File: src/rtl/vga_timing.sv
// VGA raster timing: region FSMs on h/v counters stepped at clk/2, with registered sync/blank decode.
// Build option VGA_SYNC_DELAY_EN delays hsync/vsync/blank_n by SYNC_DELAY clk to line up with the RGB path.
module vga_timing #(
  parameter int HACTIVE    = 640,
  parameter int HFP        = 16,
  parameter int HSYNC      = 96,
  parameter int HBP        = 48,
  parameter int VACTIVE    = 480,
  parameter int VFP        = 10,
  parameter int VSYNC      = 2,
  parameter int VBP        = 33,
  parameter int SYNC_DELAY = 2
) (
  input  logic       clk,
  input  logic       rst,
  output logic [9:0] x,
  output logic [9:0] y,
  output logic       hsync,
  output logic       vsync,
  output logic       blank_n,
  output logic       sync_n,
  output logic       vga_clk,
  output logic       frame_start
);

  localparam int HTOTAL = HACTIVE + HFP + HSYNC + HBP;
  localparam int VTOTAL = VACTIVE + VFP + VSYNC + VBP;

  localparam logic [9:0] H_ACT_END = 10'(HACTIVE - 1);
  localparam logic [9:0] H_FP_END  = 10'(HACTIVE + HFP - 1);
  localparam logic [9:0] H_SY_END  = 10'(HACTIVE + HFP + HSYNC - 1);
  localparam logic [9:0] H_TOT_END = 10'(HTOTAL - 1);
  localparam logic [9:0] V_ACT_END = 10'(VACTIVE - 1);
  localparam logic [9:0] V_FP_END  = 10'(VACTIVE + VFP - 1);
  localparam logic [9:0] V_SY_END  = 10'(VACTIVE + VFP + VSYNC - 1);
  localparam logic [9:0] V_TOT_END = 10'(VTOTAL - 1);

  typedef enum logic [1:0] {H_ACTIVE, H_FRONT, H_SYNC, H_BACK} h_state_t;
  typedef enum logic [1:0] {V_ACTIVE, V_FRONT, V_SYNC, V_BACK} v_state_t;

  logic       phase_reg;
  logic [9:0] h_cnt_reg, h_cnt_next, v_cnt_reg, v_cnt_next;
  h_state_t   h_state_reg, h_state_next;
  v_state_t   v_state_reg, v_state_next;
  logic       h_wrap, v_wrap, tick;
  logic       hsync_reg, vsync_reg, blank_reg, frame_start_reg;

  assign tick   = phase_reg;
  assign h_wrap = tick && (h_cnt_reg == H_TOT_END);
  assign v_wrap = h_wrap && (v_cnt_reg == V_TOT_END);

  always_comb begin
    h_cnt_next   = h_cnt_reg;
    h_state_next = h_state_reg;
    if (tick) begin
      h_cnt_next = h_wrap ? 10'd0 : h_cnt_reg + 10'd1;
      case (h_state_reg)
        H_ACTIVE: if (h_cnt_reg == H_ACT_END) h_state_next = H_FRONT;
        H_FRONT:  if (h_cnt_reg == H_FP_END)  h_state_next = H_SYNC;
        H_SYNC:   if (h_cnt_reg == H_SY_END)  h_state_next = H_BACK;
        default:  if (h_cnt_reg == H_TOT_END) h_state_next = H_ACTIVE;
      endcase
    end
  end

  // The vertical machine steps only on the tick that closes a line.
  always_comb begin
    v_cnt_next   = v_cnt_reg;
    v_state_next = v_state_reg;
    if (h_wrap) begin
      v_cnt_next = v_wrap ? 10'd0 : v_cnt_reg + 10'd1;
      case (v_state_reg)
        V_ACTIVE: if (v_cnt_reg == V_ACT_END) v_state_next = V_FRONT;
        V_FRONT:  if (v_cnt_reg == V_FP_END)  v_state_next = V_SYNC;
        V_SYNC:   if (v_cnt_reg == V_SY_END)  v_state_next = V_BACK;
        default:  if (v_cnt_reg == V_TOT_END) v_state_next = V_ACTIVE;
      endcase
    end
  end

  // Decode from next-state values so the sync registers stay aligned with x/y.
  always_ff @(posedge clk) begin
    if (rst) begin
      phase_reg       <= 1'b0;
      h_cnt_reg       <= 10'd0;
      v_cnt_reg       <= 10'd0;
      h_state_reg     <= H_ACTIVE;
      v_state_reg     <= V_ACTIVE;
      hsync_reg       <= 1'b1;
      vsync_reg       <= 1'b1;
      blank_reg       <= 1'b1;
      frame_start_reg <= 1'b0;
    end else begin
      phase_reg       <= ~phase_reg;
      h_cnt_reg       <= h_cnt_next;
      v_cnt_reg       <= v_cnt_next;
      h_state_reg     <= h_state_next;
      v_state_reg     <= v_state_next;
      hsync_reg       <= (h_state_next != H_SYNC);
      vsync_reg       <= (v_state_next != V_SYNC);
      blank_reg       <= (h_state_next == H_ACTIVE) && (v_state_next == V_ACTIVE);
      frame_start_reg <= v_wrap;
    end
  end

  assign x           = h_cnt_reg;
  assign y           = v_cnt_reg;
  assign vga_clk     = phase_reg;
  assign sync_n      = 1'b0;
  assign frame_start = frame_start_reg;

`ifdef VGA_SYNC_DELAY_EN
  // Stage word is {hsync, vsync, blank_n}; blank_n resets low so no pixel shows before the pipe fills.
  logic [2:0] dly_reg [SYNC_DELAY];

  generate
    for (genvar gi = 0; gi < SYNC_DELAY; gi++) begin : g_dly
      always_ff @(posedge clk) begin
        if (rst) begin
          dly_reg[gi] <= 3'b110;
        end else if (gi == 0) begin
          dly_reg[gi] <= {hsync_reg, vsync_reg, blank_reg};
        end else begin
          dly_reg[gi] <= dly_reg[(gi == 0) ? 0 : gi - 1];
        end
      end
    end
  endgenerate

  assign {hsync, vsync, blank_n} = dly_reg[SYNC_DELAY-1];
`else
  logic [31:0] unused_sync_delay;
  assign unused_sync_delay = 32'(SYNC_DELAY);

  assign hsync   = hsync_reg;
  assign vsync   = vsync_reg;
  assign blank_n = blank_reg;
`endif

endmodule
File: config.mk
export PLATFORM = sky130hd
export DESIGN_NAME = vga_timing
export DESIGN_NICKNAME = d
export VERILOG_FILES = /design/src/rtl/vga_timing.sv
export SDC_FILE = /design/constraint.sdc
export NUM_CORES = 1
export LEC_CHECK = 0
export CAP_MARGIN = 20
export CORE_AREA = 3 3 52 66
export DETAILED_ROUTE_END_ITERATION = 7
export DIE_AREA = 0 0 55 69
export PLACE_DENSITY_LB_ADDON = 0.08
export REMOVE_ABC_BUFFERS = 1
export SLEW_MARGIN = 20
export SYNTH_ARGS = -nofsm -noshare
export SYNTH_HDL_FRONTEND = slang
export SYNTH_SLANG_ARGS = --single-unit
File: constraint.sdc
create_clock -name clk -period 2.9 [get_ports clk]
set_clock_uncertainty 0.15 [all_clocks]
set_input_delay 0.58 -clock clk [delete_from_list [all_inputs] [get_ports clk]]
set_output_delay 0.58 -clock clk [all_outputs]
set_load 0.01 [all_outputs]
Yosys cells after proc, flatten, opt, wreduce, memory -nomap -nowiden
Index checks and enable logic that the tools add are counted.

$add $sub $neg: 2. Equal/unequal tests: 14. Mux-type cells: 14. Bitwise operators: 1. Reduce and logical (&&, ||, !) cells: 7.

Operators with widths (number): $eq A10 B10 Y1 const B (5); $eq A10 B9 Y1 const B (3); $add A10 B1 Y10 const B (2); $mux W10 (2); $mux W2 (10); $pmux W2 S3 (2); $logic_not A2 Y1 (4); $eq A2 B1 Y1 const B (2); $eq A2 B2 Y1 const B (2); $ne A2 B2 Y1 const B (2); $logic_and A1 B1 Y1 (3); $not A1 Y1 (1).

Register bits: 29. Input bits: 2. Output and inout port bits: 26. Word-level logic and storage cells: 47.

Longest topological paths before layout
Depth after elaboration: 6. Mapped depth: 8. Gate-level depth less buffers: 7.

Worst setup path after synthesis
OpenSTA, ideal clock, no wires.

Path kind: reg-to-reg. Start: register h_cnt_reg[0], in the netlist x[0]. End: register vsync_reg, in the netlist vsync. Library setup time: 127 ps. Arrival: 1940 ps. Data required time: 2623 ps. Slack: 683 ps. Stages on the path, launching flop included: 7. Buffers on the path: 1. Period minus slack after synthesis: 2217 ps. Cell sequence: dfxtp_1 ha_1 nand4_4 or4_4 buf_6 o21bai_1 or3b_1.

Word-level cells in the longest chain between the ends: 4.

RTL lines: start, declared (line 42) `logic [9:0] h_cnt_reg, h_cnt_next, v_cnt_reg, v_cnt_next;`; start signal, assigned (line 95) `h_cnt_reg <= h_cnt_next;`; $eq A10 B10 Y1 (line 49) `assign h_wrap = tick && (h_cnt_reg == H_TOT_END);`; $logic_and A1 B1 Y1 (line 49); $mux W2 (line 70) `if (h_wrap) begin`; $ne A2 B2 Y1 (line 100) `vsync_reg <= (v_state_next != V_SYNC);`; end signal, assigned (line 100); end, declared (line 46) `logic hsync_reg, vsync_reg, blank_reg, frame_start_reg;`.

Every way passes these cells. A chain may end at the register's enable or synchronous reset.

Worst setup path after layout
Start: register phase_reg, in the netlist vga_clk. End: output vga_clk.

RTL lines: start, declared (line 41) `logic phase_reg;`; start signal, assigned (line 94) `phase_reg <= ~phase_reg;`; end, declared (line 22) `output logic vga_clk,`.

No word-level cell between the ends.

==> impl_metrics.py <==
metrics = {
    "clock_tree": {
        "clkSlewWorstSetupHoldPaths_ns": 0.10,
        "cts_tree": "yes",
        "cts_resized": 0,
        "cts_setup_buffers": 0,
        "htreeDepth": 2,
        "clk_latency_ns": 0.33,
        "clockRootBuffer": "clkbuf_4",
        "hold_buffers": 0,
        "cts_buffers": 5,
        "clockBufferDepth": 2,
        "cts.sinks": 29,
    },
    "synthesis": {
        "async_reset_ff_frac": 0,
        "synth_edf_count": 0,
        "syn_inst": 165,
        "ys_ff_latch": 29,
        "synth_area_sq_um": 1444,
        "synthDistinctLibCells": 41,
        "syn_avg_cell_area_sq_um": 8.751,
        "ys_warn_count": 0,
        "ys_seq_area_frac": 0.4021,
        "synth_flop_cell": "dfxtp_1",
    },
    "setup_path": {
        "slowest_delay_ns": 0.61,
        "slowest_stage": "clkdlybuf4s50_1",
        "critical_path_depth": 1,
        "r2r-start": "x[0]$_SDFFE_PP0P_",
        "critical_path.endpoint": "vga_clk",
        "cp-start-kind": "register",
        "critical_path.top_delay_family": "buffers and inverters",
        "path_max_fanout": 8,
        "crit_path_end_kind": "primary output",
        "crit_chain": "clkdlybuf4s50_1",
        "crit_type": "register to primary output",
        "rrSetupSlack_ns": 0.68,
        "reg2reg_depth": 5,
        "worst-path-buf-inv": 1,
        "critPathArrivalTime_ns": 1.49,
        "startpoint": "vga_clk$_SDFF_PP0_",
        "critical_path_required_ns": 2.17,
        "r2r-end": "vsync$_SDFF_PP1_",
    },
    "timing": {
        "worst_slack_ns": 0.6783,
        "max_clock_freq_mhz": 450.1,
        "hold_viol": 0,
        "slew_viol_final": 0,
        "period_minus_slack_ns": 2.222,
        "rsz0062_at_grt": "false",
        "fin_crit_sh": 0.7661,
        "setup-violations-final": 0,
    },
    "routing": {
        "drt_first_pass_iters": 4,
        "drt_wl_total_um": 3085,
        "initialDrtViolationCount": 26,
        "antenna_left": 0,
        "avgRoutedWirePerCell_um": 13.47,
        "vias_per_cell": 5.450,
        "drc_errors": 0,
        "dr_total_vias": 1248,
    },
    "die": {
        "die_area_sq_um": 3795,
        "num_rows": 22,
        "core_sq_um": 2918,
        "die_x_um": 55,
        "initial_utilization": 0.4949,
        "ioPinCount": 28,
        "die-height_um": 69,
    },
    "global_routing": {
        "grt_start_max_net_pins": 16,
        "grt_pass1_wl_um": 5409,
        "grt_usage": 0.1885,
        "grt_overflow": 0,
        "antenna_found_initial": 0,
        "grt_pass1_vias": 1199,
    },
    "outcome": {
        "status": "finished, final reports clean",
    },
    "power": {
        "peakVddDrop_v": 0.0002974,
        "powerDensity_nw_per_um2": 376.8,
        "total_power_mw": 0.6657,
        "p_leak_nw": 0.5844,
    },
    "finish": {
        "n_fill_cell": 293,
        "finalNetCount": 198,
        "diodes": 0,
        "mostFrequentLayoutCells": "dfxtp_1, clkdlybuf4s50_1, nand2_1, nor2_1, nor3_1",
        "register_area_sq_um": 580.6,
        "layout_commonest_cell": "dfxtp_1",
        "multiInputGateArea_sq_um": 788.3,
        "drive_gt1_frac": 0.1088,
        "syn_to_final_growth_pct": 22.36,
    },
    "placed_design": {
        "place_hpwl_um": 2246,
        "portBuffers": 26,
        "routabilityCongestion": 0.7883,
        "dp_slack_ns": 0.6831,
    },
    "worst_hold_path": {
        "hold_path_class": "register to register",
    },
    "job": {
        "maxCapViolCount": 0,
    },
}
-- cell families after synthesis --
| kind of cell | count (synthesis) | synth area share |
|---|---|---|
| simple gates | 83 | 0.3267 |
| flops | 29 | 0.4021 |
| xor+xnor | 17 | 0.1031 |
| compound gates | 16 | 0.06760 |
| buf+inv | 14 | 0.05633 |
| fa+ha+maj | 4 | 0.03466 |
| other cells | 1 | 0.002597 |
| mux | 1 | 0.006933 |
-- power breakdown --
part	internal, mW	total [mW]	switching [mW]	leakage, nW
sequential	0.402	0.407	0.00574	0.234
combinational	0.0133	0.0277	0.0145	0.318
clock	0.0921	0.231	0.139	0.0320
total	0.507	0.666	0.159	0.584
-- worst register-to-register path, cell delays in order, from the launching register on --
cell	delay, ns
dfxtp_1	0.39
ha_1	0.26
nand4_4	0.16
or4_4	0.57
o21bai_1	0.23
or3b_1	0.36
-- stage by stage --
stage               TNS (ns)  cells  utilization  cell area, sq um  hold slack [ns]
finish                     0    229       0.6055              1767           0.3664
global route               0    229       0.6055              1767           0.3837
global placement           0    221       0.5879              1715           0.3337
CTS                        0    229       0.6055              1767           0.3577
detailed placement         0    221       0.5879              1715           0.3440
floorplan             -4.079    156            -              1381           0.3506
-- synth_stat cells, drive strengths merged, types with 5 or more instances --
library cell	instances	share of area
a21oi	6	0.021
inv	5	0.013
xor2	8	0.049
dfxtp	29	0.40
buf	6	0.036
nand2	18	0.047
nor3	12	0.042
xnor2	9	0.055
nor4	5	0.026
nor2	20	0.055
nand4	6	0.036
-- metal layers --
layer | vias up | part of all wire | GRT usage
li1 | 625 | - | -
met1 | 580 | 0.41 | 0.2270
met2 | 35 | 0.51 | 0.3000
met3 | 8 | 0.060 | 0.06263
met4 | 0 | 0.018 | 0.07027
met5 | - | 0 | 0
-- area by class of cell --
| class | instances | area share |
|---|---|---|
| clock buffer | 6 | 0.02337 |
| clock inverter | 2 | 0.005666 |
| inverter | 5 | 0.01062 |
| multi-input combinational | 122 | 0.4462 |
| sequential | 29 | 0.3286 |
| tap | 36 | 0.02550 |
| timing repair buffer | 29 | 0.1601 |
-- how the worst min path moves through the flow --
stage	endpoint	slack, ns	cells after the start	from
2_1_floorplan	x[9]$_SDFFE_PP0P_	0.35	2	x[9]$_SDFFE_PP0P_
3_3_place_gp	x[9]$_SDFFE_PP0P_	0.33	2	x[9]$_SDFFE_PP0P_
3_5_place_dp	x[9]$_SDFFE_PP0P_	0.34	2	x[9]$_SDFFE_PP0P_
4_1_cts	x[9]$_SDFFE_PP0P_	0.36	2	x[9]$_SDFFE_PP0P_
5_1_grt	x[9]$_SDFFE_PP0P_	0.38	2	x[9]$_SDFFE_PP0P_
6_report	x[9]$_SDFFE_PP0P_	0.37	2	x[9]$_SDFFE_PP0P_
No activity file was read; power rests on OpenSTA's default activity.
==> RTL change 1: new RTL, same settings <==
Put one more register stage on the output `frame_start`, without a reset. The value now appears one clock later. The other outputs are not delayed to match.
--- a/src/rtl/vga_timing.sv
+++ b/src/rtl/vga_timing.sv
@@ -107,7 +107,9 @@
   assign y           = v_cnt_reg;
   assign vga_clk     = phase_reg;
   assign sync_n      = 1'b0;
-  assign frame_start = frame_start_reg;
+  always_ff @(posedge clk) begin
+    frame_start <= frame_start_reg;
+  end
 
 `ifdef VGA_SYNC_DELAY_EN
   // Stage word is {hsync, vsync, blank_n}; blank_n resets low so no pixel shows before the pipe fills.
Check against the original RTL: no difference found for any inputs over 10 cycles, from zero or initial values and one cycle with rst high; that may be too few to reach the edited logic, so the function may still have changed.
==> RTL change 1 against the original RTL <==
Largest power group unchanged; cell area grew 1.6%; synthesized area up 1.4%; fmax shrank 0.37%; routed wire length grew 5.2%; sequential power increased by 3%; sequential cell count grew 1; worst setup slack worse by 0.0083 ns; total power increased by 6.9%.
==> RTL change 1: results (changes against the original RTL) <==
first-pass GRT wire length 5.53 mm (+2.3%); outcome finished, final reports clean; dpl hpwl 2.32 mm (+3.2%); Post-Synth XOR/XNOR Area 10.2% (-0.14 points); Seq/Total Area, Yosys 41.0% (+0.82 points); total number of vias 1264 (+1.3%); Placer Congestion 0.827 (+4.9%); critical path peak fanout 8 (unchanged); Worst-path clk slew 0.10 ns (about the same); Synth Area in Adders 3.42% (-0.047 points); clk buf depth 2 (unchanged); WL final 3.25 mm (+5.2%); pre-CTS setup slack 0.686 ns (+0.00337 ns); synth warn 0 (unchanged); ys async rst share 0% (unchanged); post_cts resized 0 (unchanged); DP Cell Count 222 (+0.45%); share of cells above drive strength 1 10.8% (-0.056 points); Leakage 0.596 nW (+1.9%); Synth Area in Compound Gates 6.67% (-0.092 points); mux contribution to synthesized area 0.684% (-0.0095 points); top cells by count, synth dfxtp_1 (30), nand2_1 (18), nor2_1 (18); Final #Nets 199 (+0.51%); gr usage total 19.8% (+0.94 points); synthesized area per cell 8.82 µm² (+0.78%); Post-CTS Setup Inserts 0 (unchanged); via/cell ratio 5.50 (+0.84%); slowest library cell on the worst path or3b_2; antenna violations before repair 0 (unchanged); Filler Cell Count 268 (-8.5%); Root Driver clkbuf_4; largest net degree at the start of global routing 20 (+4); Worst EP arrival 2.29 ns (+0.80 ns); number of DRC violations after detailed-routing iteration 0 38 (+46%); largest cells by area after synthesis dfxtp_1 (41%), xnor2_1 (5.4%), xor2_1 (4.8%); VDD IR max 0.000273 V (-8.4%); CTS Buf Count 5 (unchanged); Int Power 0.546 mW (+7.7%); max incr delay on CP 0.50 ns (-0.11 ns)
==> RTL change 1: path summary, 6_finish.rpt <==
kind / start / end / slack, ns / cells past startpoint
setup / recovery: y[4] / vsync / 0.67 / 5
hold / removal: frame_start_reg / frame_start / 0.20 / 0
setup reg to reg: y[4] / vsync / 0.67 / 5
hold reg to reg: frame_start_reg / frame_start / 0.20 / 0
==> RTL change 1: metrics by stage <==
step / hold WS [ns] / instance area (µm²) / utilization [%]
5_1_grt: 0.211 / 1800 / 61.5
3_3_place_gp: 0.161 / 1740 / 59.5
4_1_cts: 0.203 / 1800 / 61.5
2_1_floorplan: 0.160 / 1400 / -
3_5_place_dp: 0.181 / 1740 / 59.5
6_report: 0.200 / 1800 / 61.5
==> RTL change 1: final cells by class <==
type / count / area, µm² / share of cell area, %
Multi-Input combinational cell: 122 / 788 / 43.9
Sequential cell: 30 / 601 / 33.4
Timing Repair Buffer: 29 / 283 / 15.7
Clock buffer: 7 / 55.1 / 3.07
Tap cell: 36 / 45.0 / 2.51
Inverter: 5 / 18.8 / 1.05
Clock inverter: 1 / 5.00 / 0.279
==> RTL change 1: per-layer routing <==
metal	track usage, %	routed length, µm
met5	0	0
met4	9.19	68
met3	6.70	136
met2	33.7	1690
met1	20.6	1350
==> RTL change 1: worst max-delay path, delay by kind of cell (launching register included) <==
| family | cells | cell delay [ns] |
|---|---|---|
| AOI/OAI and AO/OA | 2 | 0.36 |
| DFF | 1 | 0.41 |
| and+or+nand+nor | 3 | 1.20 |
==> RTL change 1: power groups by stage <==
stage                     logic [mW]  clock network, mW  registers (mW)
after floorplan               0.0106                  0           0.432
after global placement        0.0274                  0           0.430
final                         0.0276              0.263           0.421
after global routing          0.0307              0.289           0.422
after detailed placement      0.0278                  0           0.431
after CTS                     0.0281              0.275           0.421
==> RTL change 1: logic make-up after synthesis <==
group,Yosys count
buf+inv,14
compound gates,16
xor+xnor,17
mux,1
other cells,1
simple gates,83
fa+ha+maj,4
flops,30
==> RTL change 2: new RTL, config.mk and constraints unchanged <==
Made on the original files. The parameter `VACTIVE` goes from 480 to 240.
--- a/src/rtl/vga_timing.sv
+++ b/src/rtl/vga_timing.sv
@@ -5,7 +5,7 @@
   parameter int HFP        = 16,
   parameter int HSYNC      = 96,
   parameter int HBP        = 48,
-  parameter int VACTIVE    = 480,
+  parameter int VACTIVE    = 240,
   parameter int VFP        = 10,
   parameter int VSYNC      = 2,
   parameter int VBP        = 33,
Check against the original RTL: same outputs for any inputs over 10 cycles, from zero or initial values and one cycle with rst high; that may be too few to reach the edited logic, so the function may still have changed.
==> RTL change 2 against the original RTL <==
Synthesized area down 2.3%; first-iteration DRC count fell by 15%; worst setup slack lost 0.056 ns; highest routed layer unchanged; total power fell by 1.6%; routed wire length decreased by 8.3%; via count fell by 3.0%; sequential cell count unchanged; largest cell class unchanged; hold slack improved by 0.016 ns; cell area decreased by 2.9%.
==> RTL change 2: results (changes against the original RTL) <==
outcome finished, final reports clean; Worst-path clk slew 0.09 ns; antenna violations before repair 0 (unchanged); Filler Cell Count 286 (-2.4%); gr usage total 17.3% (-1.5 points); Logic pwr share 3.6% (-0.6 points); Placed Instance Area 1670 µm² (-2.8%); mux contribution to synthesized area 0.709% (+0.016 points); WL final 2.83 mm (-8.3%); crit path from x[0]; power in the clock group 0.225 mW (-3%); Placer Congestion 0.834 (+5.8%); VDD IR max 0.000273 V (-8.3%); Synth Area in Adders 3.55% (+0.080 points); Clock Latency Late Sink 0.31 ns (-0.02 ns); Seq/Total Area, Yosys 41.1% (+0.93 points); Antenna diodes 0 (unchanged); Worst EP arrival 2.33 ns (+0.84 ns); Port Buffers 26 (unchanged); crit-path leading delay family simple AND/OR/NAND/NOR gates; Netlist cell types 43 (+4.9%); share of cells above drive strength 1 4.86% (-6.0 points); met2 usage in global routing 27.5% (-2.5 points); total number of vias 1211 (-3.0%); Setup crit end kind register; first-pass GRT wire length 4.91 mm (-9.2%); Switching Fraction 22.2% (-1.6 points); max incr delay on CP 0.40 ns (-0.21 ns); top cells by count, synth dfxtp_1 (29), nor2_1 (28), nand2_1 (13); R2R cell count 6 (+1); total overflow reported by the global router 0 (unchanged); dpl hpwl 2.08 mm (-7.3%); Post-Synth XOR/XNOR Area 10.5% (+0.24 points); FF-to-FF setup slack 0.62 ns (-0.06 ns); hold wc startpoint vga_clk; Leakage 0.597 nW (+2.1%); critical path peak fanout 7 (-1); met1 usage 19.5% (-3.2 points); slowest library cell on the worst path dfxtp_1; WHS Path Cells 1 (-1); Synth Area in Compound Gates 6.56% (-0.20 points); M3 GR Usage 6.26% (unchanged); post_cts resized 0 (unchanged); Hold Path End vga_clk; Final #Nets 190 (-4.0%); vias in the first global route 1141 (-4.8%); number of DRC violations after detailed-routing iteration 0 22 (-15%); largest cells by area after synthesis dfxtp_1 (41%), nor2_1 (7.4%), xnor2_1 (5.6%)
[RTL change 2: layout make-up]
class	count	share of cell area, %
Clock buffer	8	2.84
Timing Repair Buffer	27	15.6
Multi-Input combinational cell	117	44.2
Inverter	4	0.875
Sequential cell	29	33.8
Tap cell	36	2.63
[RTL change 2: metrics by stage]
stage                     power (mW)  util [%]  instances  setup WS [ns]  hold WS (ns)
final                          0.655      58.8        221          0.622         0.383
after global routing           0.685      58.8        221          0.457         0.413
after CTS                      0.666      58.8        221          0.603         0.384
after detailed placement       0.440      57.1        213          0.627         0.372
after global placement         0.439      57.1        213          0.671         0.354
after floorplan                0.426         -        150          0.520         0.367
[RTL change 2: logic make-up after synthesis]
kind of cell    after synthesis
fa+ha+maj                     4
compound gates               12
other cells                   1
simple gates                 82
xor+xnor                     17
mux                           1
flops                        29
buf+inv                      12
[RTL change 2: layer usage]
layer	vias to the layer above	part of all wire, %	wire length [µm]
met5	-	0	0
met1	556	42	1190
met4	0	2.2	62
met2	41	51	1440
met3	10	4.9	139
li1	604	-	-
